$ cat src/rtl/bytecode_fetch_if.sv
// bytecode_fetch_if: bundles the control, ROM and decoder-side signals of the
// bytecode fetch stage.
//   slave  - the fetch stage itself (takes start/jump/ROM data/ready, drives
//            ROM address, head byte/pc/valid and status).
//   master - the environment around it (sequencer, ROM, decoder).
interface bytecode_fetch_if #(
    parameter int ADDR_W = 16
);
    logic              start;
    logic [ADDR_W-1:0] start_addr;
    logic              jump;
    logic [ADDR_W-1:0] jump_addr;
    logic [ADDR_W-1:0] rom_addr;
    logic [7:0]        rom_data;
    logic [ADDR_W-1:0] rom_size;
    logic [7:0]        out_byte;
    logic [ADDR_W-1:0] out_pc;
    logic              out_valid;
    logic              out_ready;
    logic              busy;
    logic              done;

    modport slave (
        input  start, start_addr, jump, jump_addr, rom_data, rom_size, out_ready,
        output rom_addr, out_byte, out_pc, out_valid, busy, done
    );

    modport master (
        output start, start_addr, jump, jump_addr, rom_data, rom_size, out_ready,
        input  rom_addr, out_byte, out_pc, out_valid, busy, done
    );
endinterface

$ cat src/rtl/bytecode_fetch.sv
// bytecode_fetch: sequential fetch stage behind the bytecode ROM. Walks a fetch
// pointer across the image, captures each byte with its address into a small
// prefetch FIFO and streams the head to the decoder over valid/ready.
// Ports:
//   clk    - single rising-edge clock
//   rst_n  - asynchronous active-low reset
//   bus    - bytecode_fetch_if.slave: start/start_addr, jump/jump_addr,
//            rom_addr/rom_data/rom_size, out_byte/out_pc/out_valid/out_ready,
//            busy/done
module bytecode_fetch #(
    parameter int ADDR_W = 16,
    parameter int DEPTH  = 4
) (
    input  logic            clk,
    input  logic            rst_n,
    bytecode_fetch_if.slave bus
);
    localparam int PTR_W = $clog2(DEPTH);
    localparam int CNT_W = PTR_W + 1;

    typedef enum logic [1:0] {
        S_IDLE,
        S_FETCH,
        S_DRAIN,
        S_DONE
    } state_t;

    state_t            state_q, state_d;
    logic [ADDR_W-1:0] fptr_q, fptr_d;
    logic [PTR_W-1:0]  head_q, head_d;
    logic [PTR_W-1:0]  tail_q, tail_d;
    logic [CNT_W-1:0]  count_q, count_d;
    logic              busy_q, busy_d;
    logic              done_q, done_d;

    logic [7:0]        mem_byte_q [DEPTH];
    logic [ADDR_W-1:0] mem_pc_q   [DEPTH];

    logic              active;
    logic              jump_take;
    logic              start_take;
    logic              pop;
    logic              push;
    logic              out_valid;

    assign active     = (state_q == S_FETCH) || (state_q == S_DRAIN);
    assign jump_take  = bus.jump && active;
    assign start_take = bus.start && !active;
    assign out_valid  = (count_q != '0);
    assign pop        = out_valid && bus.out_ready;
    // A pop in the same cycle frees a slot, so a full FIFO still accepts a
    // push and throughput stays at one byte per cycle. Pushes in a jump cycle
    // are discarded because the FIFO is being flushed.
    assign push       = (state_q == S_FETCH) && (fptr_q < bus.rom_size) &&
                        ((count_q != CNT_W'(DEPTH)) || pop) && !jump_take;

    always_comb begin
        state_d = state_q;
        fptr_d  = fptr_q;
        head_d  = head_q;
        tail_d  = tail_q;
        count_d = count_q;
        if (jump_take || start_take) begin
            state_d = S_FETCH;
            fptr_d  = jump_take ? bus.jump_addr : bus.start_addr;
            head_d  = '0;
            tail_d  = '0;
            count_d = '0;
        end else begin
            if (push) begin
                tail_d = tail_q + PTR_W'(1);
                fptr_d = fptr_q + ADDR_W'(1);
            end
            if (pop) begin
                head_d = head_q + PTR_W'(1);
            end
            case ({push, pop})
                2'b10:   count_d = count_q + CNT_W'(1);
                2'b01:   count_d = count_q - CNT_W'(1);
                default: count_d = count_q;
            endcase
            // End-of-image is judged on the current pointer, so a start or jump
            // beyond the image spends one cycle in FETCH before DRAIN.
            case (state_q)
                S_FETCH: if (fptr_q >= bus.rom_size) state_d = S_DRAIN;
                S_DRAIN: if (count_q == '0)          state_d = S_DONE;
                default: state_d = state_q;
            endcase
        end
        busy_d = (state_d == S_FETCH) || (state_d == S_DRAIN);
        done_d = (state_d == S_DONE);
    end

    always_ff @(posedge clk or negedge rst_n) begin
        if (!rst_n) begin
            state_q <= S_IDLE;
            fptr_q  <= '0;
            head_q  <= '0;
            tail_q  <= '0;
            count_q <= '0;
            busy_q  <= 1'b0;
            done_q  <= 1'b0;
        end else begin
            state_q <= state_d;
            fptr_q  <= fptr_d;
            head_q  <= head_d;
            tail_q  <= tail_d;
            count_q <= count_d;
            busy_q  <= busy_d;
            done_q  <= done_d;
        end
    end

    // FIFO storage carries no reset; the outputs are gated by valid instead.
    always_ff @(posedge clk) begin
        if (push) begin
            mem_byte_q[tail_q] <= bus.rom_data;
            mem_pc_q[tail_q]   <= fptr_q;
        end
    end

    assign bus.rom_addr  = fptr_q;
    assign bus.out_valid = out_valid;
    // Gating keeps byte/pc at 0 whenever nothing is valid, including right
    // after reset when the storage is uninitialised.
    assign bus.out_byte  = out_valid ? mem_byte_q[head_q] : '0;
    assign bus.out_pc    = out_valid ? mem_pc_q[head_q]   : '0;
    assign bus.busy      = busy_q;
    assign bus.done      = done_q;
endmodule

$ cat src/flat_wrapper.sv
// flat-port wrapper written by rule: the top's interface ports become plain ports
module bytecode_fetch_flat 
#(
    parameter int ADDR_W = 16,
    parameter int DEPTH  = 4
)
  (clk, rst_n, bus_start, bus_start_addr, bus_jump, bus_jump_addr, bus_rom_data, bus_rom_size, bus_out_ready, bus_rom_addr, bus_out_byte, bus_out_pc, bus_out_valid, bus_busy, bus_done);
  bytecode_fetch_if #(.ADDR_W(ADDR_W)) bus_i ();
  input  logic clk;
  input  logic rst_n;
  input wire logic [$bits(bus_i.start)-1:0] bus_start;
  input wire logic [$bits(bus_i.start_addr)-1:0] bus_start_addr;
  input wire logic [$bits(bus_i.jump)-1:0] bus_jump;
  input wire logic [$bits(bus_i.jump_addr)-1:0] bus_jump_addr;
  input wire logic [$bits(bus_i.rom_data)-1:0] bus_rom_data;
  input wire logic [$bits(bus_i.rom_size)-1:0] bus_rom_size;
  input wire logic [$bits(bus_i.out_ready)-1:0] bus_out_ready;
  output wire logic [$bits(bus_i.rom_addr)-1:0] bus_rom_addr;
  output wire logic [$bits(bus_i.out_byte)-1:0] bus_out_byte;
  output wire logic [$bits(bus_i.out_pc)-1:0] bus_out_pc;
  output wire logic [$bits(bus_i.out_valid)-1:0] bus_out_valid;
  output wire logic [$bits(bus_i.busy)-1:0] bus_busy;
  output wire logic [$bits(bus_i.done)-1:0] bus_done;
  assign bus_i.start = bus_start;
  assign bus_i.start_addr = bus_start_addr;
  assign bus_i.jump = bus_jump;
  assign bus_i.jump_addr = bus_jump_addr;
  assign bus_i.rom_data = bus_rom_data;
  assign bus_i.rom_size = bus_rom_size;
  assign bus_i.out_ready = bus_out_ready;
  assign bus_rom_addr = bus_i.rom_addr;
  assign bus_out_byte = bus_i.out_byte;
  assign bus_out_pc = bus_i.out_pc;
  assign bus_out_valid = bus_i.out_valid;
  assign bus_busy = bus_i.busy;
  assign bus_done = bus_i.done;
  bytecode_fetch #(.ADDR_W(ADDR_W), .DEPTH(DEPTH)) u_core (.clk(clk), .rst_n(rst_n), .bus(bus_i));
endmodule
$ cat config.mk
export PLATFORM = sky130hd
export DESIGN_NAME = bytecode_fetch_flat
export DESIGN_NICKNAME = d
export VERILOG_FILES = /design/src/rtl/bytecode_fetch_if.sv /design/src/rtl/bytecode_fetch.sv /design/src/flat_wrapper.sv
export SDC_FILE = /design/constraint.sdc
export NUM_CORES = 1
export LEC_CHECK = 0
export CAP_MARGIN = 15
export CORE_MARGIN = 2
export CORE_UTILIZATION = 45
export CTS_BUF_LIST = sky130_fd_sc_hd__clkbuf_4 sky130_fd_sc_hd__clkbuf_8
export CTS_CLUSTER_SIZE = 30
export DETAILED_ROUTE_END_ITERATION = 16
export GPL_ROUTABILITY_DRIVEN = 1
export PLACE_DENSITY_LB_ADDON = 0.3
export SETUP_SLACK_MARGIN = 0.1
export SYNTH_ARGS = -nofsm -noshare
export SYNTH_HDL_FRONTEND = slang
export SYNTH_SLANG_ARGS = --single-unit
$ cat constraint.sdc
create_clock -name clk -period 3.5 [get_ports clk]
set_clock_uncertainty 0.15 [all_clocks]
set_input_delay 0.525 -clock clk [delete_from_list [all_inputs] [get_ports clk]]
set_output_delay 0.525 -clock clk [all_outputs]
set_load 0.02 [all_outputs]
==> impl_metrics.env, run 1 <==
export IMPL_clk_latency_ns=0.43
export IMPL_synth_xor_area_share_pct=0.896
export IMPL_slew_viol_final=0
export IMPL_ant_nets=0
export IMPL_setup_viol=0
export IMPL_synth_adder_area_share_pct=5.67
export IMPL_io_buffers=103
export IMPL_cp_max_fo=28
export IMPL_fp_dieW_um=118
export IMPL_vias=3907
export IMPL_grt_overflow_total=0
export IMPL_status="complete, no violations"
export IMPL_diodes=0
export IMPL_ys_warn_count=0
export IMPL_cts_buffers=17
export IMPL_chipHeight_um=118
export IMPL_hold_viol=0
export IMPL_syn_inst=414
export IMPL_h_tree_depth=4
export IMPL_postCtsSetupRepairBufs=0
export IMPL_period_needed_ns=3.20
export IMPL_synth_edf_count=96
export IMPL_grt_use_total_pct=18.7
export IMPL_cts_root_buf="clkbuf_8"
export IMPL_ys_seq_area_share_pct=60.7
export IMPL_drc=0
export IMPL_grt_pass1_wl_um=20000
export IMPL_initial_core_util_pct=46.3
export IMPL_drive_above_1_share_pct=14.9
export IMPL_synth_ff_type="edfxtp_1"
export IMPL_dpl_hpwl_um=8790
export IMPL_synth_top_family_by_area="simple AND/OR/NAND/NOR gates"
export IMPL_startpoint_type="flip-flop"
export IMPL_crit_type="flip-flop to output pin"
export IMPL_routedWlPerCell_um=17.5
export IMPL_clock_path_buffers=2
export IMPL_hold_path_class="input port to async pin"
export IMPL_ctsHoldBuffers=0
export IMPL_cp_end_kind="output pin"
export IMPL_grt_pass1_vias=3926
export IMPL_critPathArrivalTime_ns=2.52
export IMPL_final_period_utilization_pct=91.4
export IMPL_tightest_slew_ns=0.942
export IMPL_syn_area_per_cell_sq_um=14.2
export IMPL_routed_wl_um=12700
export IMPL_p_leak_uw=0.00283
export IMPL_io_pins=104
export IMPL_cp_required_ns=2.82
export IMPL_cts_tree="yes"
export IMPL_clkTransAtPathRegs_ns=0.08
export IMPL_irDropWorstVdd_uv=471
export IMPL_rsz0062_at_grt="no"
export IMPL_finalSetupTns_ns=0
export IMPL_grt_antenna_before_repair=0
export IMPL_drt_first_pass_iters=5
export IMPL_yosys_area_share_simple_pct=12.4
export IMPL_clock_sinks=123
export IMPL_synth_compound_area_share_pct=6.68
export IMPL_fmax_ghz=0.313
export IMPL_fin_nets=626
export IMPL_cts_resized=0
export IMPL_drt_iter0_markers=331
export IMPL_gp_congestion=0.836
export IMPL_maxCapViolations=0
export IMPL_syn_to_final_growth_pct=29.5
export IMPL_rows=41
export IMPL_p_per_area_nw_per_um2=803
export IMPL_muxShareOfSynthArea_pct=10.6
export IMPL_grt_max_degree=29
export IMPL_core_area_sq_um=12700
export IMPL_synth_area_sq_um=5870
export IMPL_place_inst=692
export IMPL_synth_nets=501
export IMPL_ys_ff_latch=123
export IMPL_instances_no_fill=723
export IMPL_synth_cell_types=54
export IMPL_dieArea_sq_um=14000
export IMPL_vias_per_cell=5.40
export IMPL_max_slew_margin_pct=37.2
export IMPL_async_flop_share_pct=22.0
-- power breakdown --
part	switching (uW)	internal, uW
combinational	1410	1240
clock	506	721
sequential	264	1960
total	2180	3920
-- sequential cells by signal (all words and copies together), names as in the netlist --
name                 cells
u_core.head_q            2
u_core.bus.done          1
u_core.state_q           2
u_core.tail_q            2
u_core.count_q           3
u_core.mem_byte_q       32
u_core.bus.rom_addr     16
u_core.bus.busy          1
u_core.mem_pc_q         64
-- final timing paths --
kind	from	to	slack, ns	cells past startpoint
hold / removal	rst_n	u_core.bus.done	0.32	2
min in group clk	u_core.head_q[1]	u_core.head_q[1]	0.39	2
max in group asynchronous	rst_n	u_core.head_q[0]	2.55	2
hold reg to reg	u_core.head_q[1]	u_core.head_q[1]	0.39	2
setup / recovery	u_core.count_q[0]	bus_out_pc[12]	0.30	3
setup reg to reg	u_core.bus.rom_addr[10]	u_core.bus.busy	0.62	8
-- layout make-up --
class / instances / area [sq um]
clock buffers: 21 / 264
clock inverters: 10 / 125
fillers: 1025 / 5070
inverters: 26 / 97.6
multi-input cells: 247 / 2120
flip-flops and latches: 123 / 3560
well taps: 172 / 215
repair buffers: 124 / 1210
-- cell usage in the layout (no fill, tap or decap), types with 4 or more instances in the layout --
cell,synthesis,routed
a211oi_1,9,9
clkbuf_4,0,4
clkdlybuf4s50_1,0,103
mux2i_1,8,8
inv_1,26,26
clkinv_2,0,4
and2_1,30,30
mux4_2,24,24
a21oi_1,9,9
and3_1,10,10
nor2_1,14,14
o22ai_1,6,6
o21ai_0,9,9
nand2_1,32,32
a31oi_1,6,6
clkbuf_8,0,17
edfxtp_1,96,96
buf_4,2,19
ha_1,25,25
dfrtp_1,27,26
nand4_1,9,9
and4_1,5,5
-- cells by family (layout without fill, tap and decap cells) --
kind of cell | count (synthesis) | after routing
adders and majority gates | 26 | 26
xor gates and xnor gates | 6 | 6
and+or+nand+nor | 126 | 126
DFF | 123 | 123
buffers and inverters | 44 | 181
AOI/OAI and AO/OA | 57 | 57
muxes | 32 | 32
-- per-stage QoR --
stage / worst slack [ns] / hold WS, ns / utilization (%) / cell area (sq um) / power (uW)
after floorplan: 0.396 / 0.0794 / - / 5870 / 3800
after global placement: 0.246 / 0.370 / 56.9 / 7210 / 4840
after detailed placement: 0.175 / 0.375 / 56.9 / 7210 / 4920
after CTS: 0.240 / 0.317 / 60.0 / 7600 / 6140
after global routing: 0.119 / 0.327 / 60.0 / 7600 / 6450
final: 0.301 / 0.323 / 60.0 / 7600 / 6100
-- worst max-delay path, stage by stage, from the launching register on --
cell             delay (ns)
dfrtp_1                0.42
or3_1                  0.76
and2_1                 0.28
clkdlybuf4s50_1        0.62
-- cell usage after synthesis (all sizes together) (8+ instances only) --
master  count  area [sq um]
mux2i       8          80.1
dfrtp      27           676
and2       30           188
nand2      32           120
nand4       9          56.3
and3       11          73.8
o21ai      10          50.0
inv        26          97.6
clkbuf     10          37.5
a211oi     10          80.1
nor2       14          52.6
a21oi       9          45.0
ha         25           313
mux4       24           541
edfxtp     96          2880
buf         8          50.0
-- layer usage --
metal / GRT usage (%) / vias to the layer above / wire [um]
met2: 30.8 / 154 / 6140
met1: 24.0 / 1896 / 5440
met3: 5.16 / 17 / 862
met4: 6.40 / 0 / 209
met5: 0 / - / 0
li1: - / 1840 / -
Power figures use the tool's default switching activity.
==> run 2, diff against run 1 <==
--- a/config.mk
+++ b/config.mk
@@ -6,7 +6,6 @@
 export NUM_CORES = 1
 export LEC_CHECK = 0
 export CAP_MARGIN = 15
-export CORE_MARGIN = 2
 export CORE_UTILIZATION = 45
 export CTS_BUF_LIST = sky130_fd_sc_hd__clkbuf_4 sky130_fd_sc_hd__clkbuf_8
 export CTS_CLUSTER_SIZE = 30
==> run 2 against run 1 <==
Die area shrank 3.4%. Sequential cell count is the same. Non-clock buffer count shrank 6. Wire length grew 0.78%. Largest power group unchanged. Clock-buffer cell count shrank 3. Largest cell class unchanged. Highest routed layer unchanged. Core utilization grew 0.11 points. Critical path depth is the same.
==> impl_metrics.env, run 2 (synthesized netlist as in run 1, its figures left out) <==
export IMPL_clkTransAtPathRegs_ns=0.09
export IMPL_report_power_total_uw=6130
export IMPL_final_cell_mix="103 x clkdlybuf4s50_1, 96 x edfxtp_1, 32 x nand2_1"
export IMPL_ant_nets=0
export IMPL_postCtsSetupRepairBufs=0
export IMPL_place_inst=686
export IMPL_setup_viol=0
export IMPL_fin_nets=620
export IMPL_ff2ff_path_depth=8
export IMPL_period_needed_ns=3.17
export IMPL_clock_path_buffers=2
export IMPL_instances_no_fill=718
export IMPL_cts_resized=0
export IMPL_rows=41
export IMPL_h_tree_depth=4
export IMPL_irDropWorstVdd_uv=417
export IMPL_cts_buffers=17
export IMPL_grt_max_degree=29
export IMPL_fin_area_sq_um=7610
export IMPL_startpoint_type="flip-flop"
export IMPL_worst_r2r_endpoint="u_core.mem_pc_q[2][2]"
export IMPL_largest_reg_flops=64
export IMPL_drt_iter0_markers=226
export IMPL_ff2ff_setup_slack_ns=0.61
export IMPL_vias_per_cell=5.49
export IMPL_cp_max_fo=28
export IMPL_critPathArrivalTime_ns=2.50
export IMPL_tightest_slew_ns=0.951
export IMPL_finalSetupTns_ns=0
export IMPL_dpl_hpwl_um=8710
export IMPL_cp_top_family="simple AND/OR/NAND/NOR gates"
export IMPL_drive_above_1_share_pct=14.3
export IMPL_initial_core_util_pct=46.3
export IMPL_p_leak_uw=0.00280
export IMPL_clk_latency_ns=0.43
export IMPL_syn_to_final_growth_pct=29.8
export IMPL_fmax_ghz=0.315
export IMPL_cp_startpoint="u_core.count_q[0]"
export IMPL_hold_viol=0
export IMPL_final_common_cell="clkdlybuf4s50_1"
export IMPL_grt_antenna_before_repair=0
export IMPL_hold_path_class="input port to async pin"
export IMPL_p_per_area_nw_per_um2=806
export IMPL_io_pins=104
export IMPL_crit_cells=3
export IMPL_io_buffers=103
export IMPL_placed_cell_area_sq_um=7200
export IMPL_cts_tree="yes"
export IMPL_rsz0062_at_grt="no"
export IMPL_cp_slowest_cell="or3_1"
export IMPL_clock_sinks=123
export IMPL_final_period_utilization_pct=90.6
export IMPL_vias=3940
export IMPL_routed_wl_um=12800
export IMPL_cp_required_ns=2.82
export IMPL_grt_pass1_vias=4059
export IMPL_largest_register="u_core.mem_pc_q"
export IMPL_cp_end_kind="output pin"
export IMPL_slew_viol_final=0
export IMPL_cts_root_buf="clkbuf_8"
export IMPL_endpoint="bus_out_pc[12]"
export IMPL_grt_overflow_total=0
export IMPL_gp_congestion=0.853
export IMPL_diodes=0
export IMPL_status="complete, no violations"
export IMPL_r2r_start="u_core.bus.rom_addr[11]"
export IMPL_worstPathBufferInverterCount=1
export IMPL_grt_use_total_pct=20.7
export IMPL_grt_pass1_wl_um=20600
export IMPL_maxCapViolations=0
export IMPL_dieArea_sq_um=13500
export IMPL_drt_first_pass_iters=5
export IMPL_max_stage_delay_ns=0.77
export IMPL_routedWlPerCell_um=17.8
export IMPL_fp_dieW_um=116
export IMPL_cp_cell_sequence="or3_1 > and2_1 > clkdlybuf4s50_1"
export IMPL_crit_type="flip-flop to output pin"
export IMPL_core_area_sq_um=12700
export IMPL_chipHeight_um=116
export IMPL_max_slew_margin_pct=36.6
export IMPL_drc=0
export IMPL_ctsHoldBuffers=0
[run 2: cell types whose count changed in the layout (fill, tap and decap cells not counted), sizes merged]
cell      change
clkbuf        -3
clkinvlp      +3
inv           +3
buf           -6
clkinv        -2
[run 2: worst min path at each step]
stage	endpoint	cells after the start	slack [ns]
final	u_core.bus.rom_addr[6]	2	0.31
after global routing	u_core.bus.rom_addr[10]	2	0.32
after CTS	u_core.bus.done	2	0.30
after detailed placement	u_core.count_q[2]	2	0.41
after global placement	u_core.count_q[2]	2	0.39
after floorplan	u_core.bus.busy	0	0.08
[run 2: through the flow]
step                      hold WS (ns)  util, %  setup slack (ns)
after CTS                        0.305     60.1             0.276
after detailed placement         0.412     56.8             0.166
after floorplan                 0.0794        -             0.396
after global placement           0.390     56.8             0.229
final                            0.313     60.1             0.329
after global routing             0.320     60.1             0.149
[run 2: final cells by class]
class                   count  area (sq um)
clock buffers              18           241
repair buffers            118          1210
fillers                   998          5060
flip-flops and latches    123          3560
well taps                 172           215
inverters                  26          97.6
clock inverters            14           169
multi-input cells         247          2120
[run 2: worst reg2reg max path: cells and delay by family, from the launching register on]
kind | cells | cell delay (ns)
AOI/OAI and AO/OA | 3 | 0.56
adders and majority gates | 1 | 0.41
buffers and inverters | 2 | 0.38
DFF | 1 | 0.53
and+or+nand+nor | 2 | 0.56
[run 2: report_power, final]
part           switching [uW]  leakage [uW]  internal (uW)
Combinational            1380       0.00141           1220
Clock                     568      0.000197            714
Sequential                295       0.00119           1960
Total                    2240       0.00280           3890
[run 2: routing by layer]
| metal | GRT usage, % | wire, um | vias to the layer above |
|---|---|---|---|
| li1 | - | - | 1823 |
| met5 | 0 | 0 | - |
| met3 | 4.83 | 675 | 15 |
| met4 | 5.90 | 137 | 0 |
| met2 | 34.8 | 6370 | 130 |
| met1 | 27.0 | 5580 | 1972 |
